--- src/rtl/ea_calc.sv ---
// Effective-address calculator for the KS-10 datapath.
// Resolves the I/X/Y fields of a freshly loaded instruction into an 18-bit
// effective address: optional indexing through the AC file, then an
// indirect chain through memory, bounded by MAXIND levels.
//
// Ports (KS-10 bit n of a word maps to vector index 35-n):
//   clk, rst        clock, asynchronous active-low reset
//   clken           clock enable; all state holds while low
//   start           begin a calculation (sampled only in IDLE)
//   instI/X/Y       indirect bit, index AC number, address field
//   xrPREV          previous-context qualifier for the indirect reads
//   abort           abandon an indirect chain at the next MREQ
//   acSEL/acDATA    AC file read port (data one cycle after address)
//   memREQ/memADDR/memPREV/memACK/memDATA   indirect-word read port
//   ea, done        effective address and its one-cycle valid pulse
//   busy            not in IDLE
//   indfault        one-cycle pulse: indirect depth limit reached
//   aborted         one-cycle pulse: chain abandoned on abort
//   indcnt          indirect words fetched in this calculation
module ea_calc #(
  parameter logic [7:0] MAXIND = 8'd255
) (
  input  logic        clk,
  input  logic        rst,
  input  logic        clken,
  input  logic        start,
  input  logic        instI,
  input  logic [3:0]  instX,
  input  logic [17:0] instY,
  input  logic        xrPREV,
  input  logic        abort,
  output logic [3:0]  acSEL,
  input  logic [35:0] acDATA,
  output logic        memREQ,
  output logic [17:0] memADDR,
  output logic        memPREV,
  input  logic        memACK,
  input  logic [35:0] memDATA,
  output logic [17:0] ea,
  output logic        done,
  output logic        busy,
  output logic        indfault,
  output logic        aborted,
  output logic [7:0]  indcnt
);

  typedef enum logic [2:0] {
    S_IDLE  = 3'd0,
    S_XREAD = 3'd1,
    S_XADD  = 3'd2,
    S_MREQ  = 3'd3,
    S_MWAIT = 3'd4,
    S_FIN   = 3'd5
  } state_e;

  state_e      state_q, state_d;
  logic        cur_i_q, cur_i_d;
  logic [3:0]  cur_x_q, cur_x_d;
  logic [17:0] cur_y_q, cur_y_d;
  logic [7:0]  indcnt_q, indcnt_d;
  logic [17:0] ea_q, ea_d;
  logic [3:0]  acsel_q, acsel_d;
  logic        memreq_q, memreq_d;
  logic [17:0] memaddr_q, memaddr_d;
  logic        memprev_q, memprev_d;
  logic        done_q, done_d;
  logic        busy_q, busy_d;
  logic        indfault_q, indfault_d;
  logic        aborted_q, aborted_d;

  // Indirect word fields: IR bit 13 -> [22], bits 14:17 -> [21:18], 18:35 -> [17:0]
  logic        mem_i;
  logic [3:0]  mem_x;
  logic [17:0] mem_y;
  assign mem_i = memDATA[22];
  assign mem_x = memDATA[21:18];
  assign mem_y = memDATA[17:0];

  // Left halves of the AC and indirect words play no part in the address
  logic unused_bits;
  assign unused_bits = ^{acDATA[35:18], memDATA[35:23]};

  // Common dispatch after loading a new I/X/Y triple
  function automatic state_e route(input logic i, input logic [3:0] x);
    if (x != 4'd0) return S_XREAD;
    else if (i)    return S_MREQ;
    else           return S_FIN;
  endfunction

  // State register
  always_ff @(posedge clk or negedge rst) begin
    if (!rst)       state_q <= S_IDLE;
    else if (clken) state_q <= state_d;
  end

  // Next-state logic
  always_comb begin
    state_d = state_q;
    case (state_q)
      S_IDLE:  if (start) state_d = route(instI, instX);
      S_XREAD: state_d = S_XADD;
      S_XADD:  state_d = cur_i_q ? S_MREQ : S_FIN;
      S_MREQ:  begin
        if (indcnt_q == MAXIND || abort) state_d = S_IDLE;
        else                             state_d = S_MWAIT;
      end
      // Abort is deliberately not looked at here: an issued read always completes
      S_MWAIT: if (memACK) state_d = route(mem_i, mem_x);
      S_FIN:   state_d = S_IDLE;
      default: state_d = S_IDLE;
    endcase
  end

  // Output and working-register next values
  always_comb begin
    cur_i_d    = cur_i_q;
    cur_x_d    = cur_x_q;
    cur_y_d    = cur_y_q;
    indcnt_d   = indcnt_q;
    ea_d       = ea_q;
    memreq_d   = memreq_q;
    memaddr_d  = memaddr_q;
    memprev_d  = memprev_q;
    done_d     = 1'b0;
    indfault_d = 1'b0;
    aborted_d  = 1'b0;

    case (state_q)
      S_IDLE: begin
        if (start) begin
          cur_i_d  = instI;
          cur_x_d  = instX;
          cur_y_d  = instY;
          indcnt_d = 8'd0;
        end
      end
      // Right-half add; carry out of the 18-bit field is dropped
      S_XADD: cur_y_d = cur_y_q + acDATA[17:0];
      S_MREQ: begin
        if (indcnt_q == MAXIND) begin
          indfault_d = 1'b1;
        end else if (abort) begin
          aborted_d = 1'b1;
        end else begin
          memreq_d  = 1'b1;
          memaddr_d = cur_y_q;
          memprev_d = xrPREV;
        end
      end
      S_MWAIT: begin
        if (memACK) begin
          cur_i_d   = mem_i;
          cur_x_d   = mem_x;
          cur_y_d   = mem_y;
          indcnt_d  = indcnt_q + 8'd1;
          memreq_d  = 1'b0;
          memprev_d = 1'b0;
        end
      end
      S_FIN: begin
        ea_d   = cur_y_q;
        done_d = 1'b1;
      end
      default: ;
    endcase

    // AC address is presented only while the FSM sits in XREAD
    acsel_d = (state_d == S_XREAD) ? cur_x_d : 4'd0;
    busy_d  = (state_d != S_IDLE);
  end

  // Working and output registers
  always_ff @(posedge clk or negedge rst) begin
    if (!rst) begin
      cur_i_q    <= 1'b0;
      cur_x_q    <= 4'd0;
      cur_y_q    <= 18'd0;
      indcnt_q   <= 8'd0;
      ea_q       <= 18'd0;
      acsel_q    <= 4'd0;
      memreq_q   <= 1'b0;
      memaddr_q  <= 18'd0;
      memprev_q  <= 1'b0;
      done_q     <= 1'b0;
      busy_q     <= 1'b0;
      indfault_q <= 1'b0;
      aborted_q  <= 1'b0;
    end else if (clken) begin
      cur_i_q    <= cur_i_d;
      cur_x_q    <= cur_x_d;
      cur_y_q    <= cur_y_d;
      indcnt_q   <= indcnt_d;
      ea_q       <= ea_d;
      acsel_q    <= acsel_d;
      memreq_q   <= memreq_d;
      memaddr_q  <= memaddr_d;
      memprev_q  <= memprev_d;
      done_q     <= done_d;
      busy_q     <= busy_d;
      indfault_q <= indfault_d;
      aborted_q  <= aborted_d;
    end
  end

  assign acSEL    = acsel_q;
  assign memREQ   = memreq_q;
  assign memADDR  = memaddr_q;
  assign memPREV  = memprev_q;
  assign ea       = ea_q;
  assign done     = done_q;
  assign busy     = busy_q;
  assign indfault = indfault_q;
  assign aborted  = aborted_q;
  assign indcnt   = indcnt_q;

endmodule

--- config.mk ---
export PLATFORM = sky130hd
export DESIGN_NAME = ea_calc
export DESIGN_NICKNAME = d
export VERILOG_FILES = /design/src/rtl/ea_calc.sv
export SDC_FILE = /design/constraint.sdc
export NUM_CORES = 1
export LEC_CHECK = 0
export ABC_AREA = 1
export BUFFER_PORTS_ARGS = -buffer_cell sky130_fd_sc_hd__buf_4
export CAP_MARGIN = 20
export CORE_UTILIZATION = 32
export CTS_CLUSTER_SIZE = 14
export DETAILED_ROUTE_END_ITERATION = 10
export SYNTH_ARGS = -nofsm -noshare
export SYNTH_HDL_FRONTEND = slang
export SYNTH_SLANG_ARGS = --single-unit
--- constraint.sdc ---
create_clock -name clk -period 3.6 [get_ports clk]
set_input_delay 0.36 -clock clk [delete_from_list [all_inputs] [get_ports clk]]
set_output_delay 0.36 -clock clk [all_outputs]
set_load 0.1 [all_outputs]
==> results.md <==
- DR vias: 4297
- Filler cell count: 1409
- Status: complete, no violations
- Cell Area, Synth: 4440 sq um
- Placed cell count: 867
- R2r setup slk: 1380 ps
- Cts bufs inserted: 9
- Peak supply drop: 336 uV
- Hold Crit Class: primary input to asynchronous set/reset pin
- Routed wire length per instance: 14.7 um
- Clock transition at path regs: 60 ps
- # clock sinks: 76
- Die Footprint: 14300 sq um
- Core area: 13400 sq um
- Post-Place Cell Area: 5510 sq um
- RD Place Congestion: 0.875
- Period utilization: 0.617
- Max_cap viols: 0
- Gr usage total: 0.185
- F_max: 451 MHz
- Post-Synthesis Net Count: 704
- Row Count: 42
- Synth-to-Final Area Change: 30.8%
- IO Port Bufs: 124
- Most frequent cells in the layout: 167 x nand2_1, 126 x buf_4, 76 x dfrtp_1, 63 x inv_1, 51 x nor2_1
- Static leakage: 2.99 nW
- Worst setup path class: register to register
- Register area share after synthesis: 0.429
- Worst-margin pin slew: 992 ps
- Initial Utilization: 0.331
- Vias/cell: 4.87
- Number of global-route vias before repair: 4143
- Synth Flop Type: dfrtp_1
- Setup crit start kind: register
- Final Skew: 6.26 ps
- I/O pins: 156
- Reg2Reg Capture Point: cur_y_q[0]
- Yosys cell types: 39
- Slew headroom: 0.339
- Fin nets: 823
- Clock latency on the worst-skew pair: 340 ps
- CTS Hold Buffers Added: 0
- TritonRoute pass-1 iters: 4
- Arr. time, crit path: 2400 ps
- Avg Synthesized Cell Area: 7.61 sq um
- Routed Antenna Nets: 0
- Initial antenna violation count: 0
- Grt total ovfl: 0
- Ys Warns: 0
- Tmin final: 2220 ps
- Clock tree buffer depth: 2
- CP endpoint kind: register
- Crit. Startpoint: state_q[2]
- Reg2reg path depth: 7
- Most common cell after layout, fill and taps aside: nand2_1
- # diodes: 0
- Design area: 5810 sq um
- Worst-path fanout max: 21
- CTS root buffer: clkbuf_16
- Final Hold Fails: 0
- Register bit total from synthesis: 76
- Post-DP HPWL: 9870 um
- Total chip power: 6.08 mW
- R2R Path Start: state_q[2]
- Post-CTS resize count: 0
- Die W: 120 um
- DR iter-0 viols: 251
- # setup viols final: 0
- Worst EP required: 3780 ps
- Die height: 120 um
- Fin. max-slew vios: 0
- Layout cells sized above 1: 0.231
- DRC: 0
- CTS tree: done
- Final Non-Filler Cells: 883
- Async SR Flop Fraction: 1.00
- Postcts setup bufs: 0
- Number of flops mapped to enable cells by yosys: 0
- Setup TNS: 0 ps
- WL final: 13000 um
- First-pass GRT wire length: 20700 um
- Final Util: 0.433
- CTS H-tree lvls: 3
- Synthesized netlist cell count: 583
- Unrepaired setup endpoints after global routing: false
- Largest net degree at the start of global routing: 77
- Pwr dens: 1050 nW/um^2
==> registers in the layout (all words and copies together), names as in the netlist <==
signal    count
cur_i_q       1
state_q       3
acSEL         4
cur_y_q      18
indcnt        8
indfault      1
aborted       1
done          1
memPREV       1
ea           18
memREQ        1
busy          1
memADDR      18
==> routing by layer <==
metal / vias to the layer above / part of all wire / global-route usage
met5: - / 0 / 0
met4: 0 / 0.023 / 0.0750
met2: 95 / 0.47 / 0.295
met1: 2026 / 0.48 / 0.252
li1: 2158 / - / -
met3: 18 / 0.033 / 0.0280
==> logic make-up (layout without fill, tap and decap cells) <==
logic type	after synthesis	count (layout)	synth area share
adders and majority gates	19	19	0.0553
buffers and inverters	88	212	0.0857
and+or+nand+nor	288	288	0.282
DFF	76	76	0.429
AOI/OAI and AO/OA	109	109	0.143
xor gates and xnor gates	3	3	0.00592
==> worst max-delay path: stages, from the launching register on <==
cell and delay, ps:
dfrtp_1 510, nor2_1 80, nand2_1 220, nand3_1 140, nand2_1 560, inv_2 320, nor2_1 170, a41oi_1 60
==> power by group <==
part           switching, mW  leakage [nW]  total (mW)  internal (mW)
clock                  0.354         0.139       0.890          0.537
sequential             0.286         0.954        1.48           1.19
combinational           2.80          1.89        3.71          0.913
total                   3.44          2.99        6.08           2.64
==> cells in the mapped netlist (6+ instances only) <==
| cell type | count | area share |
|---|---|---|
| nand3b_1 | 8 | 0.014 |
| nor2_1 | 51 | 0.043 |
| ha_1 | 18 | 0.051 |
| or2_2 | 7 | 0.0099 |
| buf_2 | 10 | 0.011 |
| inv_1 | 63 | 0.053 |
| clkbuf_1 | 6 | 0.0051 |
| a221oi_1 | 9 | 0.018 |
| nor3_1 | 7 | 0.0079 |
| dfrtp_1 | 76 | 0.43 |
| nand2_1 | 167 | 0.14 |
| a21oi_1 | 28 | 0.032 |
| nand3_1 | 32 | 0.036 |
| o21ai_0 | 50 | 0.056 |
==> cell type report <==
type                            count  area, sq um  area share
Multi-Input combinational cell    419         2160       0.371
Sequential cell                    76         1900       0.328
Timing Repair Buffer              126          946       0.163
Inverter                           70          289      0.0498
Clock buffer                       10          229      0.0394
Tap cell                          176          220      0.0379
Clock inverter                      6         63.8      0.0110
==> through the flow <==
| step | hold slack [ps] | setup WS [ps] |
|---|---|---|
| finish | 179 | 1380 |
| global route | 252 | 1100 |
| CTS | 229 | 1360 |
| detailed placement | 460 | 1390 |
| global placement | 457 | 1450 |
| floorplan | 64.4 | 1350 |
==> worst max path at each step <==
stage / cells past startpoint / to / slack, ps
finish: 7 / cur_y_q[0] / 1380
floorplan: 8 / memADDR[0] / 1350
global route: 7 / cur_y_q[0] / 1100
detailed placement: 7 / cur_y_q[0] / 1390
global placement: 7 / cur_y_q[0] / 1450
CTS: 7 / cur_y_q[0] / 1360
Note: power is estimated with default switching activity, not from simulation.
